File: config.mk
export PLATFORM = sky130hd
export DESIGN_NAME = score_bcd_display
export DESIGN_NICKNAME = d
export VERILOG_FILES = /design/src/rtl/score_disp_pkg.sv /design/src/rtl/seg7_digit_decode.sv /design/src/rtl/score_bcd_display.sv
export SDC_FILE = /design/constraint.sdc
export NUM_CORES = 1
export LEC_CHECK = 0
export ABC_AREA = 0
export BUFFER_PORTS_ARGS = -buffer_cell sky130_fd_sc_hd__buf_2
export CAP_MARGIN = 20
export CORE_ASPECT_RATIO = 0.8
export CORE_MARGIN = 8
export CORE_UTILIZATION = 40
export CTS_CLUSTER_DIAMETER = 150
export CTS_CLUSTER_SIZE = 40
export DETAILED_ROUTE_END_ITERATION = 8
export PLACE_DENSITY = 0.7
export SLEW_MARGIN = 30
export SYNTH_ARGS = -nofsm -noshare
export SYNTH_HDL_FRONTEND = slang
export SYNTH_SLANG_ARGS = --single-unit
File: constraint.sdc
create_clock -name clk -period 1.91 [get_ports clk]
set_input_delay 0.2865 -clock clk [delete_from_list [all_inputs] [get_ports clk]]
set_output_delay 0.2865 -clock clk [all_outputs]
set_load 0.01 [all_outputs]
File: src/rtl/score_disp_pkg.sv
// Shared definitions for the score display: segment glyphs, FSM states and
// the double-dabble nibble adjust.
package score_disp_pkg;

  typedef enum logic [1:0] {
    StIdle,
    StConvert,
    StLoad
  } state_e;

  // Active-low segments ordered {g,f,e,d,c,b,a}.
  localparam logic [6:0] SEG_BLANK = 7'b1111111;
  localparam logic [6:0] SEG_DASH  = 7'b0111111;
  localparam logic [6:0] SEG_DIGIT [0:9] = '{
    7'b1000000, 7'b1111001, 7'b0100100, 7'b0110000, 7'b0011001,
    7'b0010010, 7'b0000010, 7'b1111000, 7'b0000000, 7'b0010000
  };

  function automatic logic [3:0] add3_adj(input logic [3:0] nib);
    return (nib >= 4'd5) ? nib + 4'd3 : nib;
  endfunction

endpackage

File: src/rtl/seg7_digit_decode.sv
// One seven-segment digit: BCD nibble to active-low glyph, with dash and
// blank overrides (dash wins).
module seg7_digit_decode
  import score_disp_pkg::*;
(
  input  logic [3:0] nibble_i,
  input  logic       blank_i,
  input  logic       dash_i,
  output logic [6:0] seg_o
);

  always_comb begin
    seg_o = SEG_BLANK;
    if (dash_i) begin
      seg_o = SEG_DASH;
    end else if (!blank_i && (nibble_i <= 4'd9)) begin
      seg_o = SEG_DIGIT[nibble_i];
    end
  end

endmodule

File: src/rtl/score_bcd_display.sv
// Score display driver: handshaked binary input, one-bit-per-clock
// double-dabble conversion, latched display with blanking and overflow dash.
module score_bcd_display
  import score_disp_pkg::*;
#(
  parameter int unsigned WIDTH    = 12,
  parameter int unsigned DIGITS   = 4,
  parameter bit          LZ_BLANK = 1'b1
) (
  input  logic                  clk,
  input  logic                  rst,
  input  logic [WIDTH-1:0]      score_in,
  input  logic                  score_valid,
  output logic                  ready,
  output logic                  done,
  output logic                  overflow,
  output logic [7*DIGITS-1:0]   hex_out
);

  localparam int unsigned BcdW = 4 * DIGITS;
  localparam int unsigned CntW = $clog2(WIDTH + 1);

  state_e            state_q, state_d;
  logic [WIDTH-1:0]  bin_q, bin_d;
  logic [BcdW-1:0]   bcd_q, bcd_d, bcd_adj;
  logic [CntW-1:0]   cnt_q, cnt_d;
  logic              sticky_q, sticky_d;
  logic [BcdW-1:0]   disp_q, disp_d;
  logic              ovf_q, ovf_d;
  logic              done_q, done_d;

  always_comb begin
    for (int k = 0; k < int'(DIGITS); k++) begin
      bcd_adj[4*k +: 4] = add3_adj(bcd_q[4*k +: 4]);
    end
  end

  always_comb begin
    state_d  = state_q;
    bin_d    = bin_q;
    bcd_d    = bcd_q;
    cnt_d    = cnt_q;
    sticky_d = sticky_q;
    disp_d   = disp_q;
    ovf_d    = ovf_q;
    done_d   = 1'b0;
    unique case (state_q)
      StIdle: begin
        if (score_valid) begin
          bin_d    = score_in;
          bcd_d    = '0;
          sticky_d = 1'b0;
          cnt_d    = CntW'(WIDTH);
          state_d  = StConvert;
        end
      end
      StConvert: begin
        {bcd_d, bin_d} = {bcd_adj[BcdW-2:0], bin_q, 1'b0};
        // A one leaving the top nibble means the value cannot fit in DIGITS.
        sticky_d = sticky_q | bcd_adj[BcdW-1];
        cnt_d    = cnt_q - CntW'(1);
        if (cnt_q == CntW'(1)) begin
          state_d = StLoad;
        end
      end
      StLoad: begin
        disp_d  = bcd_q;
        ovf_d   = sticky_q;
        done_d  = 1'b1;
        state_d = StIdle;
      end
      default: state_d = StIdle;
    endcase
  end

  always_ff @(posedge clk or posedge rst) begin
    if (rst) begin
      state_q  <= StIdle;
      bin_q    <= '0;
      bcd_q    <= '0;
      cnt_q    <= '0;
      sticky_q <= 1'b0;
      disp_q   <= '0;
      ovf_q    <= 1'b0;
      done_q   <= 1'b0;
    end else begin
      state_q  <= state_d;
      bin_q    <= bin_d;
      bcd_q    <= bcd_d;
      cnt_q    <= cnt_d;
      sticky_q <= sticky_d;
      disp_q   <= disp_d;
      ovf_q    <= ovf_d;
      done_q   <= done_d;
    end
  end

  assign ready    = (state_q == StIdle);
  assign done     = done_q;
  assign overflow = ovf_q;

  // Digit k blanks when it and every digit above it are zero; digit 0 never blanks.
  logic [DIGITS-1:0] blank;
  logic              zero_run;

  always_comb begin
    blank    = '0;
    zero_run = 1'b1;
    for (int k = int'(DIGITS) - 1; k >= 1; k--) begin
      zero_run = zero_run & (disp_q[4*k +: 4] == 4'd0);
      blank[k] = LZ_BLANK & zero_run;
    end
  end

  for (genvar g = 0; g < int'(DIGITS); g++) begin : gen_digit
    seg7_digit_decode u_dec (
      .nibble_i (disp_q[4*g +: 4]),
      .blank_i  (blank[g]),
      .dash_i   (ovf_q),
      .seg_o    (hex_out[7*g +: 7])
    );
  end

endmodule

==> Yosys cells after proc, flatten, opt, wreduce, memory -nomap -nowiden <==
Memory sizes are Yosys's and may differ from the RTL's.
Index checks and enable logic that the tools add are counted.
{ "totals": {"regBits": 53, "mem_bits_ro": 448, "in_bits": 15, "out_inout_bits": 31, "elab_cells": 86, "n_memories": 4} }
{ "classes": {"addsub": 5, "order_cmp": 12, "eq_ne": 5, "mux": 32, "bitwise_logic": 7, "n_reduce_logical": 13} }
{ "mem_list": {"columns": ["name", "depth", "width", "read_ports", "rd_ports_with_merged_regs", "wr", "line_no", "source"], "rows": [
  ["(no name shown)", 16, 7, 1, 0, 0, "seg7_digit_decode.sv:17", "seg_o = SEG_DIGIT[nibble_i];"],
  ["(no name shown)", 16, 7, 1, 0, 0, "seg7_digit_decode.sv:17", null],
  ["(no name shown)", 16, 7, 1, 0, 0, "seg7_digit_decode.sv:17", null],
  ["(no name shown)", 16, 7, 1, 0, 0, "seg7_digit_decode.sv:17", null]
]} }
{ "op_table": {"columns": ["operator", "count"], "rows": [
  ["7-bit two-way mux", 16],
  ["16-bit one-hot mux with 2 select lines", 1],
  ["12-bit one-hot mux with 2 select lines", 1],
  ["5-bit >= comparator (second input constant)", 4],
  ["4-bit two-way mux", 5],
  ["4-bit NOT with 5-bit output", 4],
  ["4-bit by 2-bit adder with 4-bit output (second input constant)", 4],
  ["4-bit by 3-bit >= comparator with 1-bit output (second input constant)", 4],
  ["4-bit less-or-equal comparator (second input constant)", 4],
  ["16-bit two-way mux", 1],
  ["4-bit logical NOT", 3],
  ["12-bit two-way mux", 1],
  ["4-bit one-hot mux with 2 select lines", 1],
  ["4-bit by 1-bit equality test with 1-bit output (second input constant)", 1],
  ["2-bit two-way mux", 2],
  ["2-bit != test (second input constant)", 2],
  ["2-bit one-hot mux with 2 select lines", 1],
  ["2-bit AND reduction", 2],
  ["4-bit by 1-bit subtractor with 4-bit output (second input constant)", 1],
  ["1-bit logical AND", 3],
  ["1-bit logical NOT", 3],
  ["1-bit bitwise AND", 2],
  ["2-bit by 1-bit equality test with 1-bit output (second input constant)", 1],
  ["2-bit equality test (second input constant)", 1],
  ["5 further kinds", 6]
]} }

==> Depth between registers and ports, before layout <==
Gate-level depths: netlist of run 1.
{ "logic_depth": {"depth_word": 7, "depth_mapped": 6, "depth_no_buf": 6} }

==> Cells and area by module <==
From an unflattened synthesis of run 1, not the netlist that was laid out.
{ "hier_totals": {"cells_unflattened": 360, "hier_area_um2": 3554.7} }
{ "by_module_without_submodules": {"columns": ["module", "n_inst", "cells_each", "area_per_inst_um2", "seq_area_each_um2"], "rows": [
  ["score_bcd_display", 1, 240, 2643.8, 1326.3],
  ["seg7_digit_decode", 4, 30, 227.7, 0.0]
]} }

==> Worst setup path after synthesis of run 1 <==
No wires, ideal clock.
{ "synth_path": {"path_kind": "reg2out", "startpoint": "register disp_q[15]", "endpoint": "output port hex_out[8]", "arrival_time_ns": 1.426, "t_required_ns": 1.623, "path_slack_ns": 0.197, "path_stages_with_launch": 5, "n_path_buf": 0, "path_cell_list": "dfrtp_1 -> or4_4 -> nor2_1 -> a21oi_1 -> o21ai_0"} }
{ "synth_via": {"elab_chain_cells": 7} }
{ "synth_lines": {"columns": ["item", "line_no", "source"], "rows": [
  ["start: declaration", "score_bcd_display.sv:28", "logic [BcdW-1:0] disp_q, disp_d;"],
  ["start signal: assignment", "score_bcd_display.sv:92", "disp_q <= disp_d;"],
  ["4-bit logical NOT", "score_bcd_display.sv:110", "zero_run = zero_run & (disp_q[4*k +: 4] == 4'd0);"],
  ["1-bit bitwise AND (2 in series)", "score_bcd_display.sv:110", null],
  ["1-bit logical NOT", "seg7_digit_decode.sv:16", "end else if (!blank_i && (nibble_i <= 4'd9)) begin"],
  ["1-bit logical AND", "seg7_digit_decode.sv:16", null],
  ["7-bit two-way mux", "seg7_digit_decode.sv:16", null],
  ["7-bit two-way mux", "seg7_digit_decode.sv:14", "if (dash_i) begin"],
  ["end: declaration", "score_bcd_display.sv:17", "output logic [7*DIGITS-1:0] hex_out"]
]} }
No other way between the ends.

==> Worst setup path in the final report of run 1 <==
{ "layout_path": {"startpoint": "register disp_q[11]", "endpoint": "output port hex_out[15]"} }
{ "layout_via": {"elab_chain_cells": 6, "word_cells_on_any_way": 11, "cone_classes": "order compare (1); mux (4); bitwise (2); reduce/logical (3); memory (1)"} }
{ "layout_lines": {"columns": ["item", "line_no"], "rows": [
  ["4-bit NOT with 5-bit output (not written as such) or 4-bit logical NOT (tied branches)", "seg7_digit_decode.sv:17, score_bcd_display.sv:110"],
  ["memory 16 x 7 bit or 1-bit bitwise AND (tied branches)", null],
  ["7-bit two-way mux (not written as such) or 1-bit logical NOT (tied branches)", "seg7_digit_decode.sv:17, seg7_digit_decode.sv:16"],
  ["7-bit two-way mux (not written as such) or 1-bit logical AND (tied branches)", "seg7_digit_decode.sv:17, seg7_digit_decode.sv:16"],
  ["7-bit two-way mux (*)", "seg7_digit_decode.sv:16"],
  ["7-bit two-way mux (*)", "seg7_digit_decode.sv:14"]
]} }
Every way passes the cells marked *; elsewhere a longest branch is shown, timed or not. The select of a mux whose other input is x is not followed.

==> flow_metrics.tcl, run 1 <==
set metrics [dict create \
    diodes 0 \
    grt_pass1_wl_mm 12.84 \
    num_rows 29 \
    die-area_sq_um 11540 \
    drt-vias-per-instance 5.237 \
    drv_slew 0 \
    tightestPinTransition_ns 0.7990 \
    slew_headroom 0.4662 \
    synth_edf_count 0 \
    hold_path_class "in2async" \
    max_freq_mhz 471.9 \
    violations "setup timing" \
    critPathKind "reg2out" \
    track_usage 0.1288 \
    finalSetupViolations 24 \
    status "finished, violations left" \
    die_w_um 118.1 \
    final_common_cell "dfrtp_1" \
    initial_utilization 0.4160 \
    hold_viol 0 \
    io_pins 46 \
    clk_latency_ns 0.30 \
    postSynthCellCount 376 \
    cts_buffers 5 \
    holdWs_ns 0.01505 \
    clock-sinks 53 \
    clock_skew_ns 0.007319 \
    cp-start-kind "flip-flop" \
    cts_tree "done" \
    dp_hpwl_mm 5.118 \
    cp_data_required_time_ns 1.62 \
    core-area_sq_um 8019 \
    first_iter_violations 197 \
    cts_buffer_depth 2 \
    period_needed_ns 2.119 \
    cap_viol_max_count 0 \
    period_share 1.110 \
    root_buffer "clkbuf_8" \
    crit_arrival_ns 1.83 \
    cp-end-kind "primary output" \
    syn_nets 421 \
    place.port_buffers 45 \
    grt_max_degree 54 \
    ys_seq_elements 53 \
    synth_seq_area_share 0.3976 \
    synth_ff_type "dfrtp_1" \
    routed_wl_mm 7.386 \
    drive_gt1_frac 0.2910 \
    ant_nets 0 \
    num_vias 2833 \
    postSynth.asyncResetShare 1.000 \
    place_congestion 0.8426 \
    drc_errors 0 \
    synth_cell_type_count 39 \
    wl_per_cell_um 13.65 \
    fin_ws_ns -0.2092 \
    path_max_fanout 6 \
    rsz0062_at_grt "true" \
    htreeDepth 2 \
    drt-pass1-iter-count 4 \
    antenna_found_initial 0 \
    syn_to_final_growth_pct 24.12 \
    synth_warnings 0 \
    dieHeight_um 97.68 \
    netlist_area_sq_um 3336 \
    clk_pin_slew_ns 0.10 \
    syn_area_per_cell_sq_um 8.872 \
    grt_pass1_vias 2876 \
    layout_common_cells "dfrtp_1 (51), nand2_1 (46), buf_2 (44)" \
    overflow 0 \
    utilization 0.5163 \
    nets 477 \
]
## stage by stage
stage	cell area, sq um	setup WS, ns	instances	TNS [ns]
finish	4140	-0.2092	541	-2.710
global route	4140	-0.3042	541	-5.476
CTS	3934	-0.2151	532	-2.950
detailed placement	3711	0.04644	520	0
global placement	3711	0.08043	520	0
floorplan	3336	0.1973	376	0
## layout make-up
cell class,instances,area (sq um)
fill,722,3879
multi-input combinational,276,1996
sequential,53,1329
timing repair buffer,72,466.7
tap,108,135.1
inverter,24,97.59
clock buffer,7,86.33
clock inverter,1,30.03
## final timing paths
path / start / end / slack, ns / depth (start not counted)
max in group asynchronous: rst / disp_q[3] / 1.65 / 3
hold / removal: rst / bin_q[0] / 0.02 / 3
setup reg to reg: state_q[0] / bcd_q[14] / 0.29 / 3
min in group clk: score_in[0] / bin_q[0] / 0.22 / 2
hold reg to reg: bin_q[8] / bin_q[8] / 0.49 / 2
setup / recovery: disp_q[11] / hex_out[15] / -0.21 / 5
## per-layer routing
layer  GRT usage  part of all wire
met1      0.1505              0.47
met2      0.2246              0.49
met3     0.03020             0.034
met4     0.04715             0.011
met5           0                 0
## registers in the layout (all words and copies together), names as in the netlist
signal and count:
bcd_q 16, bin_q 12, cnt_q 4, disp_q 16, done 1, overflow 1, state_q 2, sticky_q 1
## cells in the mapped netlist (7+ instances only)
library cell  number  share of area
nand2b_1          10          0.019
nor2_1            20          0.023
buf_2             12          0.018
clkbuf_1          10          0.011
ha_1              30           0.11
inv_1             24          0.027
nand2_1           46          0.052
and3b_1           11          0.029
dfrtp_1           53           0.40
mux2_2             7          0.024
o21ai_0           45          0.068
o22ai_1            7          0.013
nor2b_1            9          0.017
a21oi_1           29          0.044
## critical path, stage by stage (launching register included)
cell	delay, ns
dfrtp_1	0.39
or4_4	0.59
a2bb2oi_2	0.17
nor2b_4	0.15
o21ai_0	0.07
buf_2	0.16
## timing repair
action | 4_1_cts | 5_1_grt
pin swaps | 9 | 13
setup endpoints to repair | 26 | 28
setup buffers | 4 | 9
resized for setup | 26 | 35
hold buffers | 0 | 0
## cells by family (layout without fill, tap and decap cells)
kind of cell    Yosys count  count (layout)  synth area share
simple gates            117             117            0.1815
compound gates          114             114            0.2056
mux                       8               8           0.02663
buf+inv                  47             104           0.05777
flops                    53              53            0.3976
fa+ha+maj                30              30            0.1125
xor+xnor                  7               7           0.01838
Power of run 1 is not shown: default switching activity piles up to over one toggle a cycle in this logic, so the estimate is an artifact.
==> run 2, diff against run 1 <==
RECOVER_POWER = 100   (was default)
==> run 2 against run 1 <==
The flow still finishes with violations (setup timing). Final area is 0.73% lower. Setup slack hardly changed. Register-to-register slack worse by 0.13 ns. Utilization is 0.37 points lower. Highest routed layer unchanged. Clock skew is 0.00057 ns higher. Largest cell class unchanged. Critical path type unchanged. Sequential share of layout area is 0.23 points higher. Non-clock buffer count stayed put.
==> flow_metrics.tcl, run 2 (same netlist as run 1, synthesis figures left out) <==
set metrics [dict create \
    status "finished, violations left" \
    utilization 0.5126 \
    dieHeight_um 97.68 \
    layout_common_cells "dfrtp_1 (51), nand2_1 (46), buf_2 (43)" \
    cts_tree "done" \
    max_freq_mhz 471.8 \
    cap_viol_max_count 0 \
    top_regs "bcd_q x16, disp_q x16, bin_q x12" \
    drc_errors 0 \
    io_pins 46 \
    htreeDepth 2 \
    nets 477 \
    finalSetupViolations 24 \
    rsz0062_at_grt "true" \
    final_area_sq_um 4110 \
    drt-vias-per-instance 5.242 \
    period_share 1.110 \
    num_vias 2836 \
    hold_viol 0 \
    holdWs_ns 0.2237 \
    dp_hpwl_mm 5.118 \
    overflow 0 \
    grt_pass1_vias 2876 \
    holdPathStages 2 \
    first_iter_violations 193 \
    drive_gt1_frac 0.2771 \
    routed_wl_mm 7.380 \
    period_needed_ns 2.120 \
    cp-end-kind "primary output" \
    slew_headroom 0.1572 \
    hold_path_class "in2reg" \
    core-area_sq_um 8019 \
    r2r_cells 5 \
    cts_buffer_depth 2 \
    die_w_um 118.1 \
    track_usage 0.1288 \
    clock-sinks 53 \
    wl_per_cell_um 13.64 \
    num_rows 29 \
    fill_cells 727 \
    cts_buffers 5 \
    crit_arrival_ns 1.83 \
    tightestPinTransition_ns 1.264 \
    clock_skew_ns 0.007893 \
    path_max_fanout 6 \
    grt_max_degree 54 \
    die-area_sq_um 11540 \
    critPathKind "reg2out" \
    place_congestion 0.8426 \
    drt-pass1-iter-count 4 \
    initial_utilization 0.4160 \
    violations "setup timing" \
    clk_latency_ns 0.30 \
    final_common_cell "dfrtp_1" \
    place_area_sq_um 3711 \
    drv_slew 0 \
    hold_buffers 0 \
    place.port_buffers 45 \
    syn_to_final_growth_pct 23.22 \
    root_buffer "clkbuf_8" \
    cp-start-kind "flip-flop" \
    diodes 0 \
    antenna_found_initial 0 \
    fin_ws_ns -0.2097 \
    ant_nets 0 \
    clk_pin_slew_ns 0.10 \
    cp_data_required_time_ns 1.62 \
    grt_pass1_wl_mm 12.84 \
]
[run 2: cell types whose count changed in the layout (fill, tap and decap cells not counted), sizes merged]
cell | previous run | this run
clkbuf | 7 | 13
buf | 72 | 66
[run 2: worst max-delay path, stage by stage, from the launching register on]
cell	delay [ns]
dfrtp_1	0.39
or4_4	0.59
a2bb2oi_2	0.17
nor2b_4	0.15
o21ai_0	0.07
buf_2	0.16
[run 2: worst paths after layout]
check / start / endpoint / slack (ns)
max: disp_q[11] / hex_out[15] / -0.21
min: score_in[0] / bin_q[0] / 0.22
max reg2reg: state_q[0] / bcd_q[7] / 0.16
min reg2reg: bin_q[8] / bin_q[8] / 0.49
max in group asynchronous: rst / disp_q[3] / 0.68
min in group asynchronous: rst / bin_q[1] / 0.39
[run 2: metal layers]
metal	wire, um	part of all wire	GRT usage
met4	81	0.011	0.04715
met3	265	0.036	0.03020
met2	3600	0.49	0.2246
met1	3433	0.47	0.1505
met5	0	0	0
[run 2: through the flow]
step	worst slack (ns)	std cells	setup TNS, ns
6_report	-0.2097	541	-2.705
5_1_grt	-0.3042	541	-5.502
4_1_cts	-0.2151	532	-2.950
3_5_place_dp	0.04644	520	0
3_3_place_gp	0.08043	520	0
2_1_floorplan	0.1973	376	0
[run 2: area by class of cell]
class,instances,area (sq um),share of cell area
Timing Repair Buffer,72,436.7,0.1062
Tap cell,108,135.1,0.03288
Multi-Input combinational cell,276,1996,0.4855
Sequential cell,53,1329,0.3233
Clock buffer,7,86.33,0.02100
Clock inverter,1,30.03,0.007306
Inverter,24,97.59,0.02374
[run 2: timing repair]
item                                    in CTS  in global routing
endpoints found under the setup margin      26                 28
cloned                                       0                  0
pin swaps                                    9                 13
buffers inserted                             4                  9
gates resized for setup                     26                 35
Power of run 2 is left out for the same reason.
==> run 3, diff against run 2 <==
CTS_CLUSTER_DIAMETER = default   (was 150)
PLACE_DENSITY = default   (was 0.7)
PLACE_DENSITY_LB_ADDON = 0.3   (was default)
==> run 3 against run 2 <==
Global-route usage increased by 0.48 points. Maximum frequency shrank 0.74%. Register-to-register slack got worse by 0.02 ns. Non-clock buffer count grew 1. Cell count rose by 0.18%. Critical path depth stayed put. Die area stayed put. The flow still finishes with violations (setup timing). Largest cell class unchanged.
==> flow_metrics.tcl, run 3 (same netlist as run 1, synthesis figures left out) <==
set metrics [dict create \
    status "finished, violations left" \
    violations "setup timing" \
    clock_skew_ns 0.01009 \
    stdcell_count 542 \
    grt_pass1_wl_mm 13.33 \
    place_congestion 0.8104 \
    cap_viol_max_count 0 \
    drv_slew 0 \
    drc_errors 0 \
    drive_gt1_frac 0.2811 \
    syn_to_final_growth_pct 23.29 \
    htreeDepth 2 \
    cp.depth 5 \
    cts_buffers 5 \
    clock-sinks 53 \
    io_pins 46 \
    slowest_delay_ns 0.59 \
    cts_tree "done" \
    grt_max_degree 32 \
    core-area_sq_um 8019 \
    crit_arrival_ns 1.85 \
    tightestPinTransition_ns 0.8615 \
    routed_wl_mm 7.573 \
    drt-vias-per-instance 5.212 \
    finalSetupViolations 22 \
    slew_headroom 0.4250 \
    ant_nets 0 \
    clk_latency_ns 0.30 \
    final_common_cell "dfrtp_1" \
    pre_cts_slack_ns 0.03946 \
    cts_buffer_depth 2 \
    critPathKind "reg2out" \
    period_needed_ns 2.135 \
    cp-start-kind "flip-flop" \
    die-area_sq_um 11540 \
    hold_viol 0 \
    multiInputGateArea_sq_um 1987 \
    hold_buffers 0 \
    antenna_found_initial 0 \
    first_iter_violations 166 \
    layout_common_cells "dfrtp_1 (50), nand2_1 (45), buf_2 (43)" \
    top_regs "bcd_q x16, disp_q x16, bin_q x12" \
    clk_pin_slew_ns 0.10 \
    max_freq_mhz 468.3 \
    root_buffer "clkbuf_8" \
    num_vias 2825 \
    path_cells "or4_4, nor3_2, nor2b_4, o211ai_1, buf_2" \
    hold_path_class "in2async" \
    utilization 0.5129 \
    num_rows 29 \
    cp-end-kind "primary output" \
    cp_data_required_time_ns 1.62 \
    slowest_stage "or4_4" \
    die_w_um 118.1 \
    grt_pass1_vias 2827 \
    wl_per_cell_um 13.97 \
    place_area_sq_um 3736 \
    track_usage 0.1336 \
    initial_utilization 0.4160 \
    period_share 1.118 \
    fin_ws_ns -0.2255 \
    r2r_cells 5 \
    rsz0062_at_grt "true" \
    nets 478 \
    path_max_fanout 4 \
    fill_cells 751 \
    diodes 0 \
    drt-pass1-iter-count 4 \
    critical-path-top-delay-family "simple AND/OR/NAND/NOR gates" \
    regArea_sq_um 1330 \
    place.port_buffers 45 \
    overflow 0 \
    cp_num_buf_inv 1 \
    dp.cells 523 \
    final_area_sq_um 4113 \
    dieHeight_um 97.68 \
    dp_hpwl_mm 5.308 \
]
## run 3: path summary, 6_finish.rpt
| path | endpoint | slack, ns | start |
|---|---|---|---|
| max reg2reg | bcd_q[15] | 0.14 | state_q[0] |
| min reg2reg | bin_q[11] | 0.49 | bin_q[11] |
| max | hex_out[11] | -0.23 | disp_q[10] |
| max in group asynchronous | disp_q[3] | 0.47 | rst |
| min | bin_q[1] | 0.14 | rst |
| min in group clk | bin_q[0] | 0.23 | score_in[0] |
## run 3: final cells by class
class / count / share of cell area
Tap cell: 108 / 0.03286
Sequential cell: 53 / 0.3234
Clock buffer: 5 / 0.01673
Multi-Input combinational cell: 276 / 0.4831
Clock inverter: 3 / 0.01582
Timing Repair Buffer: 73 / 0.1056
Inverter: 24 / 0.02251
## run 3: through the flow
| step | setup TNS, ns | hold WS (ns) |
|---|---|---|
| 2_1_floorplan | 0 | 0.4480 |
| 3_3_place_gp | 0 | 0.3518 |
| 3_5_place_dp | 0 | 0.3530 |
| 4_1_cts | -2.584 | 0.01679 |
| 5_1_grt | -5.250 | 0.2180 |
| 6_report | -2.707 | 0.1437 |
## run 3: timing repair
| item | in CTS | in global routing |
|---|---|---|
| setup endpoints to repair | 26 | 28 |
| setup buffers | 5 | 6 |
| gates resized for setup | 30 | 28 |
| pin swaps | 6 | 12 |
## run 3: routing by layer
layer	wire length, um	global-route usage	up-vias
li1	-	-	1428
met1	3637	0.1693	1346
met2	3579	0.2198	44
met3	271	0.03078	7
met4	84	0.04224	0
met5	0	0	-
Power of run 3 is left out for the same reason.
